==> src/rtl/kbd_mouse_decoder.sv <==
// Decodes a toggle-signalled event stream into mouse position counters and a FWFT
// keyboard scancode FIFO, tracking the Ctrl+LAmiga+RAmiga reset chord.
module kbd_mouse_decoder #(
  parameter int unsigned FIFO_AW = 3
) (
  input  logic             clk_sys,
  input  logic             reset_n,
  input  logic             kbd_mouse_level,
  input  logic [1:0]       kbd_mouse_type,
  input  logic [7:0]       kbd_mouse_data,
  output logic [7:0]       mouse_x,
  output logic [7:0]       mouse_y,
  output logic [7:0]       kbd_data,
  output logic             kbd_valid,
  input  logic             kbd_ack,
  output logic [FIFO_AW:0] kbd_count,
  output logic             kbd_overflow,
  output logic             kbd_reset
);

  localparam int unsigned Depth = 2 ** FIFO_AW;
  localparam logic [FIFO_AW:0] DepthCnt = (FIFO_AW + 1)'(Depth);

  localparam logic [1:0] TypeMouseX = 2'd0;
  localparam logic [1:0] TypeMouseY = 2'd1;
  localparam logic [1:0] TypeKbd    = 2'd2;

  logic               level_q, level_d;
  logic               armed_q, armed_d;
  logic [7:0]         mouse_x_q, mouse_x_d;
  logic [7:0]         mouse_y_q, mouse_y_d;
  logic [FIFO_AW-1:0] wr_ptr_q, wr_ptr_d;
  logic [FIFO_AW-1:0] rd_ptr_q, rd_ptr_d;
  logic [FIFO_AW:0]   count_q, count_d;
  logic               overflow_q, overflow_d;
  logic               ctrl_q, ctrl_d;
  logic               lami_q, lami_d;
  logic               rami_q, rami_d;
  logic               kbd_reset_q, kbd_reset_d;

  logic [7:0] mem [Depth];

  logic evt;
  logic kbd_evt;
  logic push;
  logic pop;
  logic full;
  logic accept;

  always_comb begin
    evt     = armed_q & (kbd_mouse_level != level_q);
    kbd_evt = evt & (kbd_mouse_type == TypeKbd);
    push    = kbd_evt;
    pop     = (count_q != '0) & kbd_ack;
    full    = (count_q == DepthCnt);
    // A simultaneous pop frees the head slot, so a push to a full FIFO still fits.
    accept  = push & (~full | pop);
  end

  always_comb begin
    armed_d   = 1'b1;
    level_d   = kbd_mouse_level;
    mouse_x_d = mouse_x_q;
    mouse_y_d = mouse_y_q;
    if (evt && kbd_mouse_type == TypeMouseX) begin
      mouse_x_d = mouse_x_q + kbd_mouse_data;
    end
    if (evt && kbd_mouse_type == TypeMouseY) begin
      mouse_y_d = mouse_y_q + kbd_mouse_data;
    end
  end

  always_comb begin
    wr_ptr_d   = wr_ptr_q;
    rd_ptr_d   = rd_ptr_q;
    count_d    = count_q;
    overflow_d = overflow_q;
    if (accept) begin
      wr_ptr_d = wr_ptr_q + 1'b1;
    end
    if (pop) begin
      rd_ptr_d = rd_ptr_q + 1'b1;
    end
    if (accept && !pop) begin
      count_d = count_q + 1'b1;
    end else if (!accept && pop) begin
      count_d = count_q - 1'b1;
    end
    if (push && !accept) begin
      overflow_d = 1'b1;
    end
  end

  // Chord tracking sees every keyboard event, including codes the FIFO dropped.
  always_comb begin
    ctrl_d = ctrl_q;
    lami_d = lami_q;
    rami_d = rami_q;
    if (kbd_evt) begin
      case (kbd_mouse_data)
        8'h63:   ctrl_d = 1'b1;
        8'hE3:   ctrl_d = 1'b0;
        8'h66:   lami_d = 1'b1;
        8'hE6:   lami_d = 1'b0;
        8'h67:   rami_d = 1'b1;
        8'hE7:   rami_d = 1'b0;
        default: ;
      endcase
    end
    kbd_reset_d = ctrl_d & lami_d & rami_d;
  end

  always_ff @(posedge clk_sys or negedge reset_n) begin
    if (!reset_n) begin
      level_q     <= 1'b0;
      armed_q     <= 1'b0;
      mouse_x_q   <= '0;
      mouse_y_q   <= '0;
      wr_ptr_q    <= '0;
      rd_ptr_q    <= '0;
      count_q     <= '0;
      overflow_q  <= 1'b0;
      ctrl_q      <= 1'b0;
      lami_q      <= 1'b0;
      rami_q      <= 1'b0;
      kbd_reset_q <= 1'b0;
    end else begin
      level_q     <= level_d;
      armed_q     <= armed_d;
      mouse_x_q   <= mouse_x_d;
      mouse_y_q   <= mouse_y_d;
      wr_ptr_q    <= wr_ptr_d;
      rd_ptr_q    <= rd_ptr_d;
      count_q     <= count_d;
      overflow_q  <= overflow_d;
      ctrl_q      <= ctrl_d;
      lami_q      <= lami_d;
      rami_q      <= rami_d;
      kbd_reset_q <= kbd_reset_d;
    end
  end

  always_ff @(posedge clk_sys) begin
    if (accept) begin
      mem[wr_ptr_q] <= kbd_mouse_data;
    end
  end

  assign mouse_x      = mouse_x_q;
  assign mouse_y      = mouse_y_q;
  assign kbd_data     = mem[rd_ptr_q];
  assign kbd_valid    = (count_q != '0);
  assign kbd_count    = count_q;
  assign kbd_overflow = overflow_q;
  assign kbd_reset    = kbd_reset_q;

endmodule
==> config.mk <==
export PLATFORM = sky130hd
export DESIGN_NAME = kbd_mouse_decoder
export DESIGN_NICKNAME = d
export VERILOG_FILES = /design/src/rtl/kbd_mouse_decoder.sv
export SDC_FILE = /design/constraint.sdc
export NUM_CORES = 1
export LEC_CHECK = 0
export BUFFER_PORTS_ARGS = -buffer_cell sky130_fd_sc_hd__buf_2
export CELL_PAD_IN_SITES_DETAIL_PLACEMENT = 0
export CELL_PAD_IN_SITES_GLOBAL_PLACEMENT = 1
export CORE_ASPECT_RATIO = 1.5
export CORE_MARGIN = 2
export CORE_UTILIZATION = 44
export CTS_BUF_LIST = sky130_fd_sc_hd__clkbuf_16
export DETAILED_ROUTE_END_ITERATION = 8
export GPL_TIMING_DRIVEN = 0
export PLACE_DENSITY_LB_ADDON = 0.1
export SLEW_MARGIN = 0
export SYNTH_ARGS = -nofsm -noshare
export SYNTH_HDL_FRONTEND = slang
export SYNTH_SLANG_ARGS = --single-unit
==> constraint.sdc <==
create_clock -name clk_sys -period 2.4 [get_ports clk_sys]
set_input_delay 0.36 -clock clk_sys [delete_from_list [all_inputs] [get_ports clk_sys]]
set_output_delay 0.36 -clock clk_sys [all_outputs]
set_load 0.05 [all_outputs]
Yosys cells after proc, flatten, opt, wreduce, memory -nomap -nowiden
Memory sizes are Yosys's and may differ from the RTL's.
Index checks and enable logic that the tools add are counted.
{"block": "totals", "regBits": 33, "wordCells": 57, "ram_bits": 64, "out_inout_bits": 31, "memories": 1, "inputBits": 14}
{"block": "op_classes", "eq_ne": 10, "muxes": 10, "reduce_logical": 10, "add_sub_neg": 6, "bitwise_logic": 8}
{"name": "mem", "words": 8, "word_bits": 8, "read_ports": 1, "rd_clocked_by_memory_dff": 0, "wr": 1, "line_no": "41", "rtl": "logic [7:0] mem [Depth];"}
{"op": "8-bit by 7-bit equality test with 1-bit output, second input constant", "count": 3}
{"op": "8-bit equality test, second input constant", "count": 3}
{"op": "8-bit adder", "count": 2}
{"op": "4-bit two-way mux", "count": 2}
{"op": "3-bit by 1-bit adder with 3-bit output, second input constant", "count": 2}
{"op": "1-bit bitwise AND", "count": 6}
{"op": "1-bit one-hot mux with 2 select lines", "count": 3}
{"op": "1-bit logical AND", "count": 5}
{"op": "1-bit two-way mux", "count": 5}
{"op": "4-bit by 1-bit adder with 4-bit output, second input constant", "count": 1}
{"op": "4-bit equality test, second input constant", "count": 1}
{"op": "4-bit nonzero test", "count": 1}
{"op": "4-bit by 1-bit subtractor with 4-bit output, second input constant", "count": 1}
{"op": "2-bit by 1-bit equality test with 1-bit output, second input constant", "count": 1}
{"op": "2-bit equality test, second input constant", "count": 1}
{"op": "1-bit zero test", "count": 2}
{"op": "2-bit zero test", "count": 1}
{"op": "2-bit nonzero test", "count": 1}
{"op": "1-bit inequality test", "count": 1}
{"op": "1-bit inverter", "count": 1}
{"op": "1-bit bitwise OR", "count": 1}

Longest topological paths before layout
{"block": "depth", "word_depth": 8, "mapped_depth": 11, "mapped_depth_nobuf": 11}

Worst setup path after synthesis
Ideal clock, no wire load.
{"block": "synth_timing", "kind": "register -> register", "start": "reg count_q[1], in the netlist kbd_count[1]", "end": "reg count_q[3], in the netlist kbd_count[3]", "n_path_buf": 0, "path_stages_with_launch": 11, "slack_ns": -0.597, "setup_ns": 0.145, "required_time_ns": 2.255, "synth_period_minus_slack_ns": 2.997, "arrival_ns": 2.853, "path_cell_list": "dfrtp_1 > or4_1 > nand2_1 > ha_1 > inv_1 > ha_1 > a21o_1 > a21oi_1 > xnor2_1 > nor2_1 > xor2_1"}
{"block": "synth_between", "elab_chain_len": 7, "elab_cells_between_ends": 15, "cone_classes": "add/sub (2); eq/ne (1); mux (2); bitwise (4); reduce/logical (6)"}
{"item": "start, declared", "line_no": "34", "rtl": "logic [FIFO_AW:0] count_q, count_d;"}
{"item": "start signal, assigned", "line_no": "134", "rtl": "count_q <= count_d;"}
{"item": "4-bit nonzero test (*)"}
{"item": "named net kbd_valid", "line_no": "14", "rtl": "output logic kbd_valid,"}
{"item": "1-bit bitwise AND (*)", "line_no": "54", "rtl": "pop = (count_q != '0) & kbd_ack;"}
{"item": "1-bit bitwise OR", "line_no": "57", "rtl": "accept = push & (~full | pop);"}
{"item": "1-bit bitwise AND", "line_no": "57"}
{"item": "1-bit zero test", "line_no": "86", "rtl": "end else if (!accept && pop) begin"}
{"item": "1-bit logical AND", "line_no": "86"}
{"item": "2-bit nonzero test (no source line)"}
Mark *: on every way through the listed nets, which the timed path passes. The rest lies on a longest branch. The select of a mux whose other input is x is not followed.
A chain may end at the register's enable or synchronous reset.

Worst setup path after layout
{"block": "layout_timing", "start": "reg rd_ptr_q[0]", "end": "out kbd_data[2]"}
{"block": "layout_between", "elab_chain_len": 1}
{"item": "start, declared", "line_no": "33", "rtl": "logic [FIFO_AW-1:0] rd_ptr_q, rd_ptr_d;"}
{"item": "start signal, assigned", "line_no": "133", "rtl": "rd_ptr_q <= rd_ptr_d;"}
{"item": "memory read 8 x 8 bit"}
{"item": "end, declared", "line_no": "13", "rtl": "output logic [7:0] kbd_data,"}
No other way between the ends.

==> impl_metrics.ini <==
[status]
run_status = completed

[synthesis]
ys_seq_area_share_pct = 61.6
mappedNetlistArea_um2 = 4460
syn-num-nets = 340
synth-edff-count = 64
synth_async_sr_flop_share_pct = 34.0
postSynthCellCount = 304
synth_area_per_cell_um2 = 14.7
synth.yosys.warnings = 0
ys_types = 44
synth_flop_cell = sky130_fd_sc_hd__edfxtp_1
synth_seq_cells = 97

[cts]
cts.sink_count = 97
clock_tree.htree_level_count = 3
cts_bufs_inserted = 9
cts_root_buf = sky130_fd_sc_hd__clkbuf_16
clkSlewWorstSetupHoldPaths_ns = 0.06
insertion_delay_ns = 0.34
cts_tree = done
cts_max_path_buffers = 2
cts-hold-fix-buffers = 0

[sta]
setup_violations_final = 0
slew-limit-headroom_pct = 47.0
worst_clock_skew_ns = 0.00575
post-route-period-util_pct = 96.9
slew_violations = 0
unrepaired_setup_endpoints_after_global_routing = no
timing.fmax_mhz = 430
worst_hold_slack_ns = 0.107
finalCriticalPeriod_ns = 2.33
report.final.hold_viol_count = 0
worst_slew_pin_slew_ns = 0.795

[drt]
drtPass1Iterations = 4
ant_nets = 0
route.met2.wl_um = 4730
met1_wire_length_um = 3590
drc = 0
highest_layer = met4
route.final.wire_length_um = 8700
via_count = 2575
routed_wire_length_per_instance_um = 18.0
initialDrtViolationCount = 193
met3WireLength_um = 227
post_drt_via_cell_ratio = 5.33

[min_path]
worst_hold_path_type = input pin to async pin

[power_and_ir_drop]
vdd_drop_max_mv = 0.635
total_power_mw = 6.81
power_density_nw_per_um2 = 1300
p_leak_nw = 2.05

[worst_setup_path]
worst_ep_arrival_time_ns = 1.97
worstSetupStartpointType = flop
crit_path_required_time_ns = 2.04
worstReg2RegStart = kbd_count[1]
worst-setup-path-type = flop to output pin
reg2reg_to = kbd_count[3]
critical_path.max_fanout = 4
setup.reg_to_reg.worst_slack_ns = 0.11
cp_common_cell = sky130_fd_sc_hd__buf_4
setup.worst_path.end_class = output pin
critPathMaxStageDelay_ns = 0.52
worstRegToRegCells = 10
timing.critical_path.cells = buf_6 -> buf_4 -> mux4_2 -> mux2_2 -> buf_4
timing.critical_path.slowest_stage_cell = sky130_fd_sc_hd__mux4_2

[final_layout]
areaGrowthSynthToFinish_pct = 17.8
layout.area.seq_um2 = 2750
postLayoutCellArea_um2 = 5250
layout.core_utilization_pct = 52.4
final_net_count = 397
final_layout_size_suffix_gt1_share_pct = 30.6
area_of_combinational_cells_with_multiple_inputs_um2 = 1700
antennaDiodeCount = 0
n_fill_cell = 854

[placed_design]
placedInstanceArea_um2 = 4880
final_hpwl_dp_um = 6060
gp_congestion = 0.750
place.port_buffers = 44

[global_route]
grt_antenna_before_repair = 0
wire_length_of_the_first_global_routing_pass_um = 13900
grt_pass1_vias = 2653
total_routing_usage_gr_pct = 17.4
grt_start_max_net_pins = 34
grt.overflow.total = 0

[die]
core_region_area_um2 = 10000
dieWidth_um = 86.2
die_height_um = 127
num_rows = 45
ios = 45
area_of_the_die_um2 = 11000
initial_utilization_pct = 44.5

[job]
max_cap_viol_count = 0
==> repair_timing <==
action	CTS	global route
cloned	0	0
resized for setup	14	14
endpoints found under the setup margin	24	72
setup buffers	2	1
==> layer usage <==
layer | vias to the layer above | global-route usage (%)
li1 | 1255 | -
met4 | 0 | 6.53
met2 | 40 | 30.8
met1 | 1269 | 20.7
met5 | - | 0
met3 | 11 | 3.68
==> worst max-delay path by stage <==
stage	end	from	slack, ns	cells past startpoint
floorplan	kbd_count[3]	kbd_count[1]	-0.07	10
global placement	mem[0][4]	kbd_ack	-0.43	6
detailed placement	mem[0][4]	kbd_ack	-0.45	6
CTS	mem[4][5]	kbd_count[3]	-0.002	5
global route	kbd_data[2]	rd_ptr_q[0]	0.004	5
finish	kbd_data[2]	rd_ptr_q[0]	0.07	5
==> synth_stat cells, types with 2 or more instances <==
cell type                  instances  share of area (%)
sky130_fd_sc_hd__or3_1             2               0.28
sky130_fd_sc_hd__or4_1             3               0.50
sky130_fd_sc_hd__nand2_1          22                1.9
sky130_fd_sc_hd__fa_1              3                1.3
sky130_fd_sc_hd__dfrtp_1          33                 19
sky130_fd_sc_hd__nand2b_1          6               0.84
sky130_fd_sc_hd__or4b_1            2               0.45
sky130_fd_sc_hd__a21oi_1           8               0.90
sky130_fd_sc_hd__buf_2             3               0.34
sky130_fd_sc_hd__nor3b_1           2               0.34
sky130_fd_sc_hd__o311a_1           2               0.45
sky130_fd_sc_hd__mux4_2           16                8.1
sky130_fd_sc_hd__xor2_1            9                1.8
sky130_fd_sc_hd__nor3_1            3               0.34
sky130_fd_sc_hd__nor2b_1           2               0.28
sky130_fd_sc_hd__o21ai_0          17                1.9
sky130_fd_sc_hd__a21boi_0          3               0.50
sky130_fd_sc_hd__edfxtp_1         64                 43
sky130_fd_sc_hd__mux2i_1           2               0.45
sky130_fd_sc_hd__and3_1            2               0.28
sky130_fd_sc_hd__inv_1            11               0.93
sky130_fd_sc_hd__xnor2_1           8                1.6
sky130_fd_sc_hd__clkbuf_1          5               0.42
sky130_fd_sc_hd__nand3_1           5               0.56
sky130_fd_sc_hd__mux2_2           15                3.8
sky130_fd_sc_hd__o31ai_1           3               0.50
sky130_fd_sc_hd__ha_1             19                5.3
sky130_fd_sc_hd__a21o_1            4               0.67
sky130_fd_sc_hd__nor2_1           15                1.3
==> cell families after synthesis <==
group           count (synthesis)  synth area share [%]
buf+inv                        20                  1.77
flops                          97                  61.6
simple gates                   71                  8.30
fa+ha+maj                      22                  6.68
xor+xnor                       17                  3.34
other cells                     1                0.0841
mux                            33                  12.3
compound gates                 43                  5.92
==> worst max-delay path, delay by kind of cell (launching register included) <==
kind | cells | cell delay, ns
flops | 1 | 0.37
buf+inv | 3 | 0.46
mux | 2 | 0.81
==> placed cells by master, fill, tap and decap left out, types with 3 or more instances in the layout <==
| cell type | netlist | layout |
|---|---|---|
| sky130_fd_sc_hd__o21ai_0 | 17 | 17 |
| sky130_fd_sc_hd__nor2_1 | 15 | 15 |
| sky130_fd_sc_hd__dfrtp_2 | 0 | 4 |
| sky130_fd_sc_hd__nand2_1 | 22 | 21 |
| sky130_fd_sc_hd__xnor2_1 | 8 | 8 |
| sky130_fd_sc_hd__nand2b_1 | 6 | 6 |
| sky130_fd_sc_hd__clkbuf_16 | 0 | 9 |
| sky130_fd_sc_hd__buf_4 | 0 | 4 |
| sky130_fd_sc_hd__edfxtp_1 | 64 | 64 |
| sky130_fd_sc_hd__o31ai_1 | 3 | 3 |
| sky130_fd_sc_hd__a21boi_0 | 3 | 3 |
| sky130_fd_sc_hd__nand3_1 | 5 | 5 |
| sky130_fd_sc_hd__a21o_1 | 4 | 4 |
| sky130_fd_sc_hd__xor2_1 | 9 | 9 |
| sky130_fd_sc_hd__a21oi_1 | 8 | 7 |
| sky130_fd_sc_hd__inv_1 | 11 | 11 |
| sky130_fd_sc_hd__buf_6 | 0 | 6 |
| sky130_fd_sc_hd__dfrtp_1 | 33 | 29 |
| sky130_fd_sc_hd__buf_2 | 3 | 39 |
| sky130_fd_sc_hd__ha_1 | 19 | 17 |
| sky130_fd_sc_hd__mux4_2 | 16 | 16 |
| sky130_fd_sc_hd__fa_1 | 3 | 3 |
| sky130_fd_sc_hd__clkbuf_1 | 5 | 3 |
| sky130_fd_sc_hd__mux2_2 | 15 | 15 |
==> registers in the layout, indices dropped and copies added (netlist names) <==
name	flops
kbd_count	4
armed_q	1
rd_ptr_q	3
kbd_reset	1
mouse_y	8
mouse_x	8
kbd_overflow	1
ctrl_q	1
level_q	1
lami_q	1
mem	64
wr_ptr_q	3
rami_q	1
==> where the power goes <==
group / total (mW) / switching (mW) / internal (mW)
clock: 1.31 / 0.606 / 0.702
combinational: 3.20 / 1.96 / 1.23
sequential: 2.30 / 0.257 / 2.05
total: 6.81 / 2.83 / 3.98
==> through the flow <==
stage / setup TNS, ns / worst slack (ns) / cells
detailed placement: -10.85 / -0.453 / 465
global route: 0 / 0.00351 / 483
CTS: -0.00940 / -0.00244 / 482
global placement: -10.10 / -0.433 / 465
finish: 0 / 0.0736 / 483
floorplan: -0.0712 / -0.0712 / 304
==> final cells by class <==
| cell class | instances | area share [%] |
|---|---|---|
| Clock buffer | 9 | 4.29 |
| Clock inverter | 7 | 0.905 |
| Timing Repair Buffer | 47 | 5.26 |
| Multi-Input combinational cell | 187 | 32.4 |
| Buffer | 8 | 1.12 |
| Sequential cell | 97 | 52.4 |
| Inverter | 11 | 0.834 |
| Tap cell | 117 | 2.79 |
Note: power is estimated with default switching activity, not from simulation.
